File: config.mk
export PLATFORM = sky130hd
export DESIGN_NAME = sasc_brg_frac
export DESIGN_NICKNAME = d
export VERILOG_FILES = /design/src/rtl/sasc_brg_frac.sv
export SDC_FILE = /design/constraint.sdc
export NUM_CORES = 1
export LEC_CHECK = 0
export ABC_AREA = 1
export CAP_MARGIN = 10
export CORE_MARGIN = 2
export CORE_UTILIZATION = 26
export DETAILED_ROUTE_END_ITERATION = 7
export GPL_TIMING_DRIVEN = 0
export SYNTH_ARGS = -nofsm -noshare
export SYNTH_HDL_FRONTEND = slang
export SYNTH_SLANG_ARGS = --single-unit
File: constraint.sdc
create_clock -name clk -period 2.6 [get_ports clk]
set_input_delay 0.52 -clock clk [delete_from_list [all_inputs] [get_ports clk]]
set_output_delay 0.52 -clock clk [all_outputs]
set_load 0.02 [all_outputs]
File: src/rtl/sasc_brg_frac.sv
// Fractional baud-rate generator for the SASC shift engines: emits an
// oversample enable and a bit-rate enable from a run-time int+frac divisor.
module sasc_brg_frac #(
  parameter int CNT_W    = 16,
  parameter int FRAC_W   = 4,
  parameter int OSR      = 4,
  parameter int OSR_W    = 4,
  parameter int DIV_INIT = 260
) (
  input  logic              clk,
  input  logic              arst_n,
  input  logic              en,
  input  logic              div_ld,
  input  logic [CNT_W-1:0]  div_in,
  input  logic [FRAC_W-1:0] frac_in,
  input  logic              sync_clr,
  output logic              sio_ce_x,
  output logic              sio_ce,
  output logic [OSR_W-1:0]  phase,
  output logic              ld_pend
);

  logic [CNT_W-1:0]  div_act;
  logic [CNT_W-1:0]  div_sh;
  logic [FRAC_W-1:0] frac_act;
  logic [FRAC_W-1:0] frac_sh;
  logic [CNT_W:0]    cnt;
  logic [FRAC_W-1:0] acc;
  logic              ext;
  logic [OSR_W-1:0]  osr_cnt;

  logic              term;
  logic              apply;
  logic              osr_last;
  logic [CNT_W:0]    limit;
  logic [FRAC_W:0]   acc_sum;
  logic [CNT_W-1:0]  div_nxt;
  logic [FRAC_W-1:0] frac_nxt;

  // Limit is one bit wider than the divisor so all-ones plus stretch cannot wrap.
  assign limit    = {1'b0, div_act} + {{CNT_W{1'b0}}, ext};
  assign term     = en & ~sync_clr & (cnt == limit);
  assign osr_last = (osr_cnt == OSR_W'(OSR - 1));
  assign acc_sum  = {1'b0, acc} + {1'b0, frac_act};

  // A load lands on a period boundary, a realign, or immediately while stopped;
  // a strobe in the same cycle bypasses the shadow.
  assign apply    = (div_ld | ld_pend) & (term | sync_clr | ~en);
  assign div_nxt  = div_ld ? div_in  : div_sh;
  assign frac_nxt = div_ld ? frac_in : frac_sh;

  assign phase = osr_cnt;

  // Divisor shadow/active registers, period and phase counters, output pulses.
  always_ff @(posedge clk) begin
    if (!arst_n) begin
      div_act  <= CNT_W'(DIV_INIT);
      div_sh   <= CNT_W'(DIV_INIT);
      frac_act <= '0;
      frac_sh  <= '0;
      cnt      <= '0;
      acc      <= '0;
      ext      <= 1'b0;
      osr_cnt  <= '0;
      ld_pend  <= 1'b0;
      sio_ce_x <= 1'b0;
      sio_ce   <= 1'b0;
    end else begin
      if (div_ld) begin
        div_sh  <= div_in;
        frac_sh <= frac_in;
      end
      if (apply) begin
        div_act  <= div_nxt;
        frac_act <= frac_nxt;
      end
      ld_pend <= (ld_pend | div_ld) & ~apply;

      if (sync_clr) begin
        cnt     <= '0;
        acc     <= '0;
        ext     <= 1'b0;
        osr_cnt <= '0;
      end else if (term) begin
        cnt     <= '0;
        osr_cnt <= osr_last ? '0 : osr_cnt + OSR_W'(1);
        // A fresh divisor restarts the fractional sequence from zero.
        if (apply) begin
          acc <= '0;
          ext <= 1'b0;
        end else begin
          acc <= acc_sum[FRAC_W-1:0];
          ext <= acc_sum[FRAC_W];
        end
      end else if (en) begin
        cnt <= cnt + {{CNT_W{1'b0}}, 1'b1};
      end else if (apply) begin
        acc <= '0;
        ext <= 1'b0;
      end

      sio_ce_x <= term;
      sio_ce   <= term & osr_last;
    end
  end

endmodule

==> results of run 1 <==
worst reg2reg max path, stage by stage (launching register included):
cell	delay [ns]
sky130_fd_sc_hd__dfxtp_1	0.37
sky130_fd_sc_hd__ha_4	0.17
sky130_fd_sc_hd__ha_4	0.14
sky130_fd_sc_hd__nand2_2	0.08
sky130_fd_sc_hd__nor2_4	0.23
sky130_fd_sc_hd__nand2_1	0.08
sky130_fd_sc_hd__nand2_1	0.09
sky130_fd_sc_hd__nand2_1	0.06
sky130_fd_sc_hd__nor2_1	0.09
sky130_fd_sc_hd__nand3_1	0.13
sky130_fd_sc_hd__nor2_4	0.17
sky130_fd_sc_hd__nand3_2	0.14
sky130_fd_sc_hd__nand2_4	0.12
sky130_fd_sc_hd__buf_6	0.15
sky130_fd_sc_hd__nand2_2	0.08
sky130_fd_sc_hd__nand2_1	0.07
sky130_fd_sc_hd__nand3_1	0.06
power groups by stage:
stage	logic, mW	registers, mW	clock network [mW]
after global placement	0.310	1.17	0
after detailed placement	0.312	1.17	0
after floorplan	0.221	1.15	0
after CTS	0.314	1.15	1.34
final	0.323	1.15	1.31
after global routing	0.366	1.15	1.39
cell usage in the layout, fill, tap and decap left out, types with 2 or more instances in the layout:
cell type | Yosys | final
sky130_fd_sc_hd__a21oi_1 | 35 | 35
sky130_fd_sc_hd__buf_1 | 3 | 3
sky130_fd_sc_hd__buf_2 | 4 | 3
sky130_fd_sc_hd__buf_4 | 1 | 5
sky130_fd_sc_hd__buf_6 | 4 | 4
sky130_fd_sc_hd__bufinv_16 | 0 | 2
sky130_fd_sc_hd__clkbuf_1 | 5 | 6
sky130_fd_sc_hd__clkbuf_16 | 0 | 9
sky130_fd_sc_hd__clkdlybuf4s50_1 | 0 | 30
sky130_fd_sc_hd__clkinv_2 | 0 | 2
sky130_fd_sc_hd__clkinv_4 | 0 | 2
sky130_fd_sc_hd__dfxtp_1 | 69 | 68
sky130_fd_sc_hd__ha_1 | 8 | 6
sky130_fd_sc_hd__ha_4 | 0 | 2
sky130_fd_sc_hd__inv_1 | 64 | 64
sky130_fd_sc_hd__mux2i_1 | 18 | 18
sky130_fd_sc_hd__nand2_1 | 135 | 134
sky130_fd_sc_hd__nand2_2 | 5 | 5
sky130_fd_sc_hd__nand2_4 | 1 | 2
sky130_fd_sc_hd__nand3_1 | 69 | 69
sky130_fd_sc_hd__nand3_2 | 2 | 2
sky130_fd_sc_hd__nand4_1 | 8 | 8
sky130_fd_sc_hd__nor2_1 | 82 | 82
sky130_fd_sc_hd__nor2_2 | 6 | 5
sky130_fd_sc_hd__nor2_4 | 3 | 4
sky130_fd_sc_hd__nor3_1 | 11 | 9
sky130_fd_sc_hd__nor3_2 | 0 | 2
sky130_fd_sc_hd__nor4_1 | 2 | 2
sky130_fd_sc_hd__o21ai_0 | 6 | 6
sky130_fd_sc_hd__o21ai_1 | 2 | 2
sky130_fd_sc_hd__o21bai_1 | 4 | 4
sky130_fd_sc_hd__or2_2 | 2 | 2
sky130_fd_sc_hd__xor2_1 | 12 | 12
synthesized netlist by cell type (3+ instances only):
cell                       instances  area (um2)
sky130_fd_sc_hd__o21ai_0           6        30.0
sky130_fd_sc_hd__nand4_1           8        50.1
sky130_fd_sc_hd__xor2_1           12         105
sky130_fd_sc_hd__o21bai_1          4        30.0
sky130_fd_sc_hd__nor3_1           11        55.1
sky130_fd_sc_hd__clkbuf_1          5        18.8
sky130_fd_sc_hd__nor2_2            6        37.5
sky130_fd_sc_hd__inv_1            64         240
sky130_fd_sc_hd__buf_2             4        20.0
sky130_fd_sc_hd__buf_6             4        45.0
sky130_fd_sc_hd__nor2_1           82         308
sky130_fd_sc_hd__nand3_1          69         345
sky130_fd_sc_hd__buf_1             3        11.3
sky130_fd_sc_hd__ha_1              8         100
sky130_fd_sc_hd__nand2_1         135         507
sky130_fd_sc_hd__nand2_2           5        31.3
sky130_fd_sc_hd__dfxtp_1          69        1380
sky130_fd_sc_hd__a21oi_1          35         175
sky130_fd_sc_hd__mux2i_1          18         180
sky130_fd_sc_hd__nor2_4            3        33.8
metal layers:
layer	vias to the layer above	wire, um	track usage [%]
met5	-	0	0
met4	0	131	3.27
met1	1676	4530	16.3
met2	68	4290	19.8
li1	1904	-	-
met3	10	420	2.87
cells by family after synthesis:
kind of cell	synth area share, %
DFF	36.1
and+or+nand+nor	37.4
xor gates and xnor gates	2.97
AOI/OAI and AO/OA	6.63
adders and majority gates	3.14
buffers and inverters	9.14
muxes	4.70
cell type report:
type	count	area, um2	area share, %
inverters	66	251	5.29
well taps	184	230	4.84
clock buffers	10	229	4.81
multi-input cells	415	2150	45.1
plain buffers	17	105	2.21
flip-flops and latches	69	1380	29.1
repair buffers	33	323	6.79
clock inverters	6	87.6	1.84
registers in the layout, summed over array words and instances, names as in the netlist, 4 cells and up:
| name | flops |
|---|---|
| cnt | 17 |
| div_act | 16 |
| frac_act | 4 |
| frac_sh | 4 |
| div_sh | 16 |
| acc | 4 |
| phase | 4 |
final timing paths:
| kind | cells past startpoint | end | slack (ns) |
|---|---|---|---|
| worst max-delay path | 9 | cnt[16]$_SDFFE_PP0P_ | 0.23 |
| worst min register to register | 2 | div_sh[8]$_SDFF_PN1_ | 0.46 |
| worst max register to register | 16 | div_act[2]$_SDFFE_PN1P_ | 0.25 |
| worst min-delay path | 2 | div_sh[8]$_SDFF_PN1_ | 0.46 |
through the flow:
| stage | utilization [%] | setup slack [ns] | power, mW | hold WS [ns] | area [um2] |
|---|---|---|---|---|---|
| final | 32.8 | 0.227 | 2.78 | 0.460 | 4760 |
| after global routing | 32.8 | 0.000693 | 2.91 | 0.491 | 4760 |
| after CTS | 32.3 | 0.0172 | 2.80 | 0.462 | 4680 |
| after detailed placement | 30.1 | -0.377 | 1.48 | 0.450 | 4360 |
| after global placement | 30.1 | -0.407 | 1.48 | 0.438 | 4360 |
| after floorplan | - | 0.536 | 1.38 | 0.424 | 3830 |
what timing repair did:
action                                  4_1_cts  5_1_grt
pin swaps                                     0        5
buffers inserted                              0        3
endpoints found under the setup margin        1       49
resized for setup                             1       12
==> impl_metrics.xml, run 1 <==
<?xml version="1.0" encoding="UTF-8"?>
<metrics>
  <group name="run_status">
    <metric name="outcome" unit="">finished, final reports clean</metric>
  </group>
  <group name="setup_path">
    <metric name="cp_data_arrival_time" unit="ns">2.59</metric>
    <metric name="startpoint_type" unit="">primary input</metric>
    <metric name="crit_path_max_incr_delay" unit="ns">0.59</metric>
    <metric name="critical_path_peak_fanout" unit="">10</metric>
    <metric name="timing.critical_path.slowest_stage_cell" unit="">sky130_fd_sc_hd__clkdlybuf4s50_1</metric>
    <metric name="critical_path_source" unit="">en</metric>
    <metric name="setup.worst_path.class" unit="">primary input to register</metric>
    <metric name="regToRegStartpoint" unit="">ext$_SDFFE_PP0P_</metric>
    <metric name="critical_path.cell_chain" unit="">clkdlybuf4s50_1 -&gt; clkinvlp_4 -&gt; nor4_1 -&gt; nand2_1 -&gt; nor3_2 -&gt; nand2_1 -&gt; nor3_2 -&gt; xor2_1 -&gt; nor2_1</metric>
    <metric name="cp-end-kind" unit="">register</metric>
    <metric name="worst_ep_required_time" unit="ns">2.82</metric>
    <metric name="critPathTopFamily" unit="">simple AND/OR/NAND/NOR gates</metric>
    <metric name="worstPathBufferInverterCount" unit="">2</metric>
  </group>
  <group name="sta">
    <metric name="slew_violations" unit="">0</metric>
    <metric name="finalWorstPathRequiredPeriod" unit="ns">2.37</metric>
    <metric name="slew-limit-headroom" unit="%">52.1</metric>
    <metric name="tns" unit="ns">0</metric>
    <metric name="finClkSkew" unit="ns">0.00663</metric>
    <metric name="finalCritPeriodShare" unit="%">91.3</metric>
    <metric name="maxClockFrequency" unit="MHz">421</metric>
    <metric name="worst-slew-pin-transition" unit="ns">0.718</metric>
    <metric name="finalHoldViolCount" unit="">0</metric>
    <metric name="finalSetupViolCount" unit="">0</metric>
    <metric name="grt_setup_unrepaired" unit="">false</metric>
  </group>
  <group name="min_path">
    <metric name="hold_path_startpoint" unit="">div_sh[8]$_SDFF_PN1_</metric>
    <metric name="hold_path_class" unit="">register to register</metric>
  </group>
  <group name="clocking">
    <metric name="numClockSinks" unit="">69</metric>
    <metric name="worst_setup_hold_path_clk_slew" unit="ns">0.06</metric>
    <metric name="cts.hold.buffers_added" unit="">0</metric>
    <metric name="cts_made_buffers" unit="">9</metric>
    <metric name="worst_skew_late_latency" unit="ns">0.33</metric>
    <metric name="cts_max_level" unit="">3</metric>
    <metric name="ctsLongestPathBuffers" unit="">2</metric>
    <metric name="cts_tree" unit="">built</metric>
    <metric name="cts-root-buf" unit="">sky130_fd_sc_hd__clkbuf_16</metric>
  </group>
  <group name="placement">
    <metric name="place_inst" unit="">781</metric>
    <metric name="dp.final_hpwl" unit="mm">7.10</metric>
    <metric name="io_buffer_count" unit="">30</metric>
    <metric name="globalplace.congestion" unit="">0.829</metric>
  </group>
  <group name="global_routing">
    <metric name="global_route.usage.total" unit="%">12.2</metric>
    <metric name="grt_antenna_before_repair" unit="">0</metric>
    <metric name="grt_pass1_vias" unit="">3302</metric>
    <metric name="grt_start_max_net_pins" unit="">13</metric>
    <metric name="grt_pass1_wl" unit="mm">15.7</metric>
    <metric name="globalRouteOverflowTotal" unit="">0</metric>
  </group>
  <group name="pwr">
    <metric name="power_switching" unit="mW">0.695</metric>
    <metric name="power.combinational.fraction" unit="%">11.6</metric>
    <metric name="cellInternalPower" unit="mW">2.08</metric>
    <metric name="share_seq_of_total_power" unit="%">41.3</metric>
    <metric name="leakage" unit="nW">2.03</metric>
    <metric name="power_switching_share" unit="%">25.0</metric>
    <metric name="clock_power_share" unit="%">47.1</metric>
    <metric name="p_per_area" unit="nW/um2">584</metric>
    <metric name="irDropWorstVdd" unit="mV">0.329</metric>
  </group>
  <group name="yosys">
    <metric name="number_of_synthesized_flops_with_an_enable_pin" unit="">0</metric>
    <metric name="ys_types" unit="">32</metric>
    <metric name="share_of_synthesized_registers_carrying_an_async_set_or_reset" unit="%">0</metric>
    <metric name="synth_seq_area_share" unit="%">36.1</metric>
    <metric name="postSynthNetCount" unit="">601</metric>
    <metric name="synth_warnings" unit="">0</metric>
    <metric name="synthesis.area" unit="um2">3830</metric>
    <metric name="synth.ff_latch_count" unit="">69</metric>
    <metric name="postSynthAreaPerCell" unit="um2">6.76</metric>
    <metric name="synthFlopType" unit="">sky130_fd_sc_hd__dfxtp_1</metric>
    <metric name="netlist_instances" unit="">567</metric>
  </group>
  <group name="detailed_routing">
    <metric name="detail_route.drc_violations" unit="">0</metric>
    <metric name="detailed_route_vias_per_instance" unit="">4.57</metric>
    <metric name="drtPass1Iterations" unit="">5</metric>
    <metric name="iter_0_drt_violations" unit="">170</metric>
    <metric name="drtAntennaViolNets" unit="">0</metric>
    <metric name="route.detailed.wl_per_inst" unit="um">11.7</metric>
    <metric name="routed_wl" unit="mm">9.37</metric>
    <metric name="via_count" unit="">3658</metric>
  </group>
  <group name="floorplan">
    <metric name="core_area" unit="um2">14500</metric>
    <metric name="dieArea" unit="um2">15700</metric>
    <metric name="die_height" unit="um">125</metric>
    <metric name="rows" unit="">44</metric>
    <metric name="die_w" unit="um">125</metric>
    <metric name="io_pins" unit="">32</metric>
    <metric name="initial_util" unit="%">26.5</metric>
  </group>
  <group name="finish">
    <metric name="finalNonFillerCells" unit="">800</metric>
    <metric name="design.final.nets" unit="">645</metric>
    <metric name="final.fill_count" unit="">1557</metric>
    <metric name="area_growth_syn_to_layout" unit="%">24.1</metric>
    <metric name="drive_gt1_share" unit="%">8.93</metric>
    <metric name="num_antenna_cells" unit="">0</metric>
  </group>
  <group name="job">
    <metric name="drv.max_cap_violation_count" unit="">0</metric>
  </group>
</metrics>
Power figures use the tool's default switching activity.
==> inputs of run 2 (changes only) <==
==> constraint.sdc (replaced) <==
create_clock -name clk -period 2.85 [get_ports clk]
set_input_delay 0.57 -clock clk [delete_from_list [all_inputs] [get_ports clk]]
set_output_delay 0.57 -clock clk [all_outputs]
set_load 0.02 [all_outputs]
==> impl_metrics.xml, run 2 (synthesis results as in run 1) <==
<?xml version="1.0" encoding="UTF-8"?>
<metrics>
  <group name="setup_path">
    <metric name="worst-r2r-cell-count" unit="">16</metric>
    <metric name="setup.worst_path.class" unit="">primary input to register</metric>
    <metric name="worstPathBufferInverterCount" unit="">2</metric>
    <metric name="critPathTopFamily" unit="">simple AND/OR/NAND/NOR gates</metric>
    <metric name="critical_path.cell_chain" unit="">clkdlybuf4s50_1 -&gt; clkinvlp_4 -&gt; nor4_1 -&gt; nand2_1 -&gt; nor3_1 -&gt; nand2_1 -&gt; nor3_1 -&gt; xor2_1 -&gt; nor2_1</metric>
    <metric name="worst_ep_required_time" unit="ns">3.07</metric>
    <metric name="critical_path_peak_fanout" unit="">10</metric>
    <metric name="cp-end-kind" unit="">register</metric>
    <metric name="startpoint_type" unit="">primary input</metric>
    <metric name="crit_path_max_incr_delay" unit="ns">0.59</metric>
    <metric name="timing.critical_path.slowest_stage_cell" unit="">sky130_fd_sc_hd__clkdlybuf4s50_1</metric>
    <metric name="cp_num_cells" unit="">9</metric>
    <metric name="regToRegSetupSlack" unit="ns">0.30</metric>
    <metric name="cp_data_arrival_time" unit="ns">2.88</metric>
  </group>
  <group name="pwr">
    <metric name="leakage" unit="nW">2.02</metric>
    <metric name="irDropWorstVdd" unit="mV">0.300</metric>
    <metric name="finalPower" unit="mW">2.52</metric>
    <metric name="p_per_area" unit="nW/um2">538</metric>
  </group>
  <group name="global_routing">
    <metric name="grtUsageMet1" unit="%">16.3</metric>
    <metric name="grtUsageMet3" unit="%">2.87</metric>
    <metric name="grt_pass1_wl" unit="mm">15.7</metric>
    <metric name="global_route.usage.total" unit="%">12.2</metric>
    <metric name="grt_pass1_vias" unit="">3302</metric>
    <metric name="globalRouteOverflowTotal" unit="">0</metric>
    <metric name="grt_start_max_net_pins" unit="">13</metric>
    <metric name="grt_use_met2" unit="%">19.8</metric>
    <metric name="grt_antenna_before_repair" unit="">0</metric>
    <metric name="gr-max-usage-layer" unit="">met2</metric>
  </group>
  <group name="placement">
    <metric name="io_buffer_count" unit="">30</metric>
    <metric name="dp.final_hpwl" unit="mm">7.10</metric>
    <metric name="preCtsSetupSlack" unit="ns">-0.177</metric>
    <metric name="globalplace.congestion" unit="">0.829</metric>
  </group>
  <group name="sta">
    <metric name="finalHoldViolCount" unit="">0</metric>
    <metric name="finalCritPeriodShare" unit="%">93.3</metric>
    <metric name="finalWorstPathRequiredPeriod" unit="ns">2.66</metric>
    <metric name="finClkSkew" unit="ns">0.00666</metric>
    <metric name="slew-limit-headroom" unit="%">52.3</metric>
    <metric name="post-route-worst-setup-slack" unit="ns">0.191</metric>
    <metric name="grt_setup_unrepaired" unit="">false</metric>
    <metric name="maxClockFrequency" unit="MHz">376</metric>
    <metric name="worst-slew-pin-transition" unit="ns">0.716</metric>
    <metric name="slew_violations" unit="">0</metric>
    <metric name="finalSetupViolCount" unit="">0</metric>
    <metric name="tns" unit="ns">0</metric>
  </group>
  <group name="clocking">
    <metric name="cts-root-buf" unit="">sky130_fd_sc_hd__clkbuf_16</metric>
    <metric name="cts_max_level" unit="">3</metric>
    <metric name="numClockSinks" unit="">69</metric>
    <metric name="ctsLongestPathBuffers" unit="">2</metric>
    <metric name="cts.hold.buffers_added" unit="">0</metric>
    <metric name="worst_setup_hold_path_clk_slew" unit="ns">0.06</metric>
    <metric name="cts_made_buffers" unit="">9</metric>
    <metric name="worst_skew_late_latency" unit="ns">0.33</metric>
    <metric name="cts_tree" unit="">built</metric>
  </group>
  <group name="floorplan">
    <metric name="initial_util" unit="%">26.5</metric>
    <metric name="die_w" unit="um">125</metric>
    <metric name="die_height" unit="um">125</metric>
    <metric name="rows" unit="">44</metric>
    <metric name="io_pins" unit="">32</metric>
    <metric name="dieArea" unit="um2">15700</metric>
    <metric name="core_area" unit="um2">14500</metric>
  </group>
  <group name="detailed_routing">
    <metric name="routed_wl" unit="mm">9.33</metric>
    <metric name="via_count" unit="">3598</metric>
    <metric name="iter_0_drt_violations" unit="">181</metric>
    <metric name="detailed_route_vias_per_instance" unit="">4.51</metric>
    <metric name="drtPass1Iterations" unit="">5</metric>
    <metric name="detail_route.drc_violations" unit="">0</metric>
    <metric name="route.detailed.wl_per_inst" unit="um">11.7</metric>
    <metric name="drtAntennaViolNets" unit="">0</metric>
  </group>
  <group name="min_path">
    <metric name="min_delay_path_depth" unit="">2</metric>
    <metric name="hold_path_class" unit="">register to register</metric>
  </group>
  <group name="finish">
    <metric name="design.final.nets" unit="">642</metric>
    <metric name="final.fill_count" unit="">1564</metric>
    <metric name="largest_reg_flops" unit="">17</metric>
    <metric name="layout_common_cells" unit="">sky130_fd_sc_hd__nand2_1 (135), sky130_fd_sc_hd__nor2_1 (82), sky130_fd_sc_hd__nand3_1 (69), sky130_fd_sc_hd__dfxtp_1 (69), sky130_fd_sc_hd__inv_1 (64)</metric>
    <metric name="num_antenna_cells" unit="">0</metric>
    <metric name="layout_top_registers" unit="">cnt (17), div_act (16), div_sh (16)</metric>
    <metric name="drive_gt1_share" unit="%">7.50</metric>
    <metric name="layout.cells.most_common" unit="">sky130_fd_sc_hd__nand2_1</metric>
    <metric name="top_register" unit="">cnt</metric>
    <metric name="area_growth_syn_to_layout" unit="%">22.3</metric>
  </group>
  <group name="run_status">
    <metric name="outcome" unit="">finished, final reports clean</metric>
  </group>
  <group name="job">
    <metric name="drv.max_cap_violation_count" unit="">0</metric>
  </group>
</metrics>
[run 2: path summary, 6_finish.rpt]
kind	from	end
setup / recovery	en	cnt[16]$_SDFFE_PP0P_
setup reg to reg	div_act[0]$_SDFFE_PN0P_	div_act[2]$_SDFFE_PN1P_
hold reg to reg	div_sh[8]$_SDFF_PN1_	div_sh[8]$_SDFF_PN1_
hold / removal	div_sh[8]$_SDFF_PN1_	div_sh[8]$_SDFF_PN1_
[run 2: metal layers]
layer  routed length (um)  share of wire (%)  vias to the layer above
li1                     -                  -                     1901
met1                 4570                 49                     1622
met2                 4260                 46                       66
met3                  383                4.1                        9
met4                  116                1.2                        0
met5                    0                  0                        -
[run 2: where the power goes]
part / leakage (nW) / internal, mW / switching, mW
Combinational: 1.30 / 0.121 / 0.166
Clock: 0.156 / 0.766 / 0.422
Sequential: 0.565 / 1.01 / 0.0384
Total: 2.02 / 1.89 / 0.626
[run 2: what timing repair did]
action                                  CTS  global route
endpoints found under the setup margin    0            10
gates resized for setup                   0             2
setup buffers                             0             0
endpoints found under the hold margin     0             0
[run 2: cell type report]
type / instances / area [um2] / share of cell area (%)
buffer: 17 / 103 / 2.19
clock buffer: 10 / 229 / 4.89
clock inverter: 6 / 87.6 / 1.87
inverter: 66 / 251 / 5.37
multi-input combinational: 415 / 2100 / 44.9
sequential: 69 / 1380 / 29.5
tap: 184 / 230 / 4.91
timing repair buffer: 30 / 300 / 6.41
[run 2: stage by stage]
stage	hold slack, ns	util, %	area [um2]	cells
2_1_floorplan	0.424	-	3830	567
3_3_place_gp	0.438	30.1	4360	781
3_5_place_dp	0.450	30.1	4360	781
4_1_cts	0.462	32.3	4680	797
5_1_grt	0.491	32.4	4690	797
6_report	0.457	32.4	4690	797
[run 2: tightest hold or removal path, stage by stage (launching register included)]
cell                      delay [ns]
sky130_fd_sc_hd__dfxtp_1        0.30
sky130_fd_sc_hd__nand2_1        0.06
sky130_fd_sc_hd__nand3_1        0.06
==> inputs of run 3 (changes only) <==
--- a/config.mk
+++ b/config.mk
@@ -11,6 +11,7 @@
 export CORE_UTILIZATION = 26
 export DETAILED_ROUTE_END_ITERATION = 7
 export GPL_TIMING_DRIVEN = 0
+export SETUP_SLACK_MARGIN = 0.05
 export SYNTH_ARGS = -nofsm -noshare
 export SYNTH_HDL_FRONTEND = slang
 export SYNTH_SLANG_ARGS = --single-unit
==> impl_metrics.xml, run 3 (synthesis results as in run 1) <==
<?xml version="1.0" encoding="UTF-8"?>
<metrics>
  <group name="setup_path">
    <metric name="worst_ep_required_time" unit="ns">3.07</metric>
    <metric name="startpoint_type" unit="">primary input</metric>
    <metric name="cp-end-kind" unit="">register</metric>
    <metric name="regToRegStartpoint" unit="">div_act[0]$_SDFFE_PN0P_</metric>
    <metric name="regToRegSetupSlack" unit="ns">0.34</metric>
    <metric name="setup.worst_path.class" unit="">primary input to register</metric>
    <metric name="critical_path_peak_fanout" unit="">10</metric>
    <metric name="worst-r2r-cell-count" unit="">14</metric>
    <metric name="worstReg2RegEnd" unit="">cnt[16]$_SDFFE_PP0P_</metric>
    <metric name="cp_data_arrival_time" unit="ns">2.88</metric>
  </group>
  <group name="min_path">
    <metric name="min_delay_path_depth" unit="">2</metric>
    <metric name="hold_path_startpoint" unit="">div_sh[8]$_SDFF_PN1_</metric>
    <metric name="hold_path_end" unit="">div_sh[8]$_SDFF_PN1_</metric>
    <metric name="hold_path_class" unit="">register to register</metric>
  </group>
  <group name="placement">
    <metric name="preCtsSetupSlack" unit="ns">-0.177</metric>
    <metric name="globalplace.congestion" unit="">0.829</metric>
    <metric name="place_area" unit="um2">4360</metric>
    <metric name="dp.final_hpwl" unit="mm">7.10</metric>
    <metric name="io_buffer_count" unit="">30</metric>
  </group>
  <group name="clocking">
    <metric name="cts.hold.buffers_added" unit="">0</metric>
    <metric name="numClockSinks" unit="">69</metric>
    <metric name="cts_tree" unit="">built</metric>
    <metric name="cts_max_level" unit="">3</metric>
    <metric name="cts-root-buf" unit="">sky130_fd_sc_hd__clkbuf_16</metric>
    <metric name="cts_made_buffers" unit="">9</metric>
    <metric name="ctsLongestPathBuffers" unit="">2</metric>
    <metric name="worst_setup_hold_path_clk_slew" unit="ns">0.06</metric>
    <metric name="worst_skew_late_latency" unit="ns">0.33</metric>
  </group>
  <group name="floorplan">
    <metric name="initial_util" unit="%">26.5</metric>
    <metric name="die_w" unit="um">125</metric>
    <metric name="core_area" unit="um2">14500</metric>
    <metric name="io_pins" unit="">32</metric>
    <metric name="dieArea" unit="um2">15700</metric>
    <metric name="rows" unit="">44</metric>
    <metric name="die_height" unit="um">125</metric>
  </group>
  <group name="finish">
    <metric name="drive_gt1_share" unit="%">7.82</metric>
    <metric name="design.final.nets" unit="">643</metric>
    <metric name="layout_top_registers" unit="">cnt (17), div_act (16), div_sh (16)</metric>
    <metric name="top_register" unit="">cnt</metric>
    <metric name="largest_reg_flops" unit="">17</metric>
    <metric name="final.fill_count" unit="">1562</metric>
    <metric name="layout_common_cells" unit="">sky130_fd_sc_hd__nand2_1 (135), sky130_fd_sc_hd__nor2_1 (82), sky130_fd_sc_hd__nand3_1 (69), sky130_fd_sc_hd__dfxtp_1 (69), sky130_fd_sc_hd__inv_1 (64)</metric>
    <metric name="combined_flip_flop_and_latch_cell_area" unit="um2">1380</metric>
    <metric name="num_antenna_cells" unit="">0</metric>
    <metric name="multi_input_logic_area" unit="um2">2110</metric>
    <metric name="area_growth_syn_to_layout" unit="%">22.6</metric>
    <metric name="layout.cells.most_common" unit="">sky130_fd_sc_hd__nand2_1</metric>
    <metric name="post-route-cell-area" unit="um2">4700</metric>
  </group>
  <group name="detailed_routing">
    <metric name="drtPass1Iterations" unit="">5</metric>
    <metric name="detailed_route_vias_per_instance" unit="">4.50</metric>
    <metric name="via_count" unit="">3594</metric>
    <metric name="drtAntennaViolNets" unit="">0</metric>
    <metric name="detail_route.drc_violations" unit="">0</metric>
    <metric name="iter_0_drt_violations" unit="">194</metric>
    <metric name="route.detailed.wl_per_inst" unit="um">11.7</metric>
    <metric name="routed_wl" unit="mm">9.32</metric>
  </group>
  <group name="global_routing">
    <metric name="grt_pass1_wl" unit="mm">15.7</metric>
    <metric name="grt_antenna_before_repair" unit="">0</metric>
    <metric name="grt_start_max_net_pins" unit="">13</metric>
    <metric name="grt_pass1_vias" unit="">3302</metric>
    <metric name="globalRouteOverflowTotal" unit="">0</metric>
    <metric name="global_route.usage.total" unit="%">12.2</metric>
  </group>
  <group name="pwr">
    <metric name="p_per_area" unit="nW/um2">538</metric>
    <metric name="leakage" unit="nW">2.02</metric>
    <metric name="finalPower" unit="mW">2.53</metric>
    <metric name="irDropWorstVdd" unit="mV">0.301</metric>
  </group>
  <group name="sta">
    <metric name="finalWorstPathRequiredPeriod" unit="ns">2.66</metric>
    <metric name="grt_setup_unrepaired" unit="">false</metric>
    <metric name="finalHoldViolCount" unit="">0</metric>
    <metric name="worst-slew-pin-transition" unit="ns">0.715</metric>
    <metric name="slew-limit-headroom" unit="%">52.3</metric>
    <metric name="finClkSkew" unit="ns">0.00692</metric>
    <metric name="finalSetupViolCount" unit="">0</metric>
    <metric name="finalCritPeriodShare" unit="%">93.2</metric>
    <metric name="slew_violations" unit="">0</metric>
    <metric name="maxClockFrequency" unit="MHz">377</metric>
    <metric name="whs" unit="ns">0.458</metric>
    <metric name="post-route-worst-setup-slack" unit="ns">0.194</metric>
  </group>
  <group name="run_status">
    <metric name="outcome" unit="">finished, final reports clean</metric>
  </group>
  <group name="job">
    <metric name="drv.max_cap_violation_count" unit="">0</metric>
  </group>
</metrics>
-- run 3: report_power, final --
group / leakage [nW] / switching [mW] / internal (mW)
Combinational: 1.30 / 0.165 / 0.121
Clock: 0.156 / 0.428 / 0.766
Sequential: 0.565 / 0.0378 / 1.01
Total: 2.02 / 0.631 / 1.89
-- run 3: per-stage QoR --
step           std cells  setup TNS [ns]  utilization, %
3_3_place_gp         781          -0.207            30.1
4_1_cts              797               0            32.3
6_report             798               0            32.4
3_5_place_dp         781          -0.177            30.1
2_1_floorplan        567               0               -
5_1_grt              798               0            32.4
-- run 3: repair_timing --
item | in CTS | in global routing
setup buffers | 0 | 1
resized for setup | 0 | 3
endpoints found under the setup margin | 0 | 15
-- run 3: metal layers --
metal  vias to the layer above  wire, um  GRT usage (%)
li1                       1897         -              -
met1                      1624      4560           16.3
met2                        61      4290           19.8
met3                        12       351           2.87
met4                         0       120           3.27
met5                         -         0              0
-- run 3: worst max-delay path by stage --
stage	startpoint	endpoint	slack (ns)	depth (start not counted)
floorplan	div_act[0]$_SDFFE_PN0P_	div_act[2]$_SDFFE_PN1P_	0.79	14
global placement	en	cnt[16]$_SDFFE_PP0P_	-0.21	9
detailed placement	en	cnt[16]$_SDFFE_PP0P_	-0.18	9
CTS	en	cnt[16]$_SDFFE_PP0P_	0.17	9
global route	div_act[0]$_SDFFE_PN0P_	div_act[0]$_SDFFE_PN0P_	0.05	16
finish	en	cnt[16]$_SDFFE_PP0P_	0.19	9
-- run 3: layout make-up --
type	count	share of cell area, %
multi-input combinational	415	44.9
sequential	69	29.4
timing repair buffer	31	6.55
inverter	66	5.35
tap	184	4.90
clock buffer	10	4.87
buffer	17	2.18
clock inverter	6	1.86
-- run 3: critical path: stages --
cell	delay (ns)
sky130_fd_sc_hd__clkdlybuf4s50_1	0.58
sky130_fd_sc_hd__clkinvlp_4	0.25
sky130_fd_sc_hd__nor4_1	0.31
sky130_fd_sc_hd__nand2_1	0.10
sky130_fd_sc_hd__nor3_1	0.37
sky130_fd_sc_hd__nand2_1	0.13
sky130_fd_sc_hd__nor3_1	0.33
sky130_fd_sc_hd__xor2_1	0.18
sky130_fd_sc_hd__nor2_1	0.05
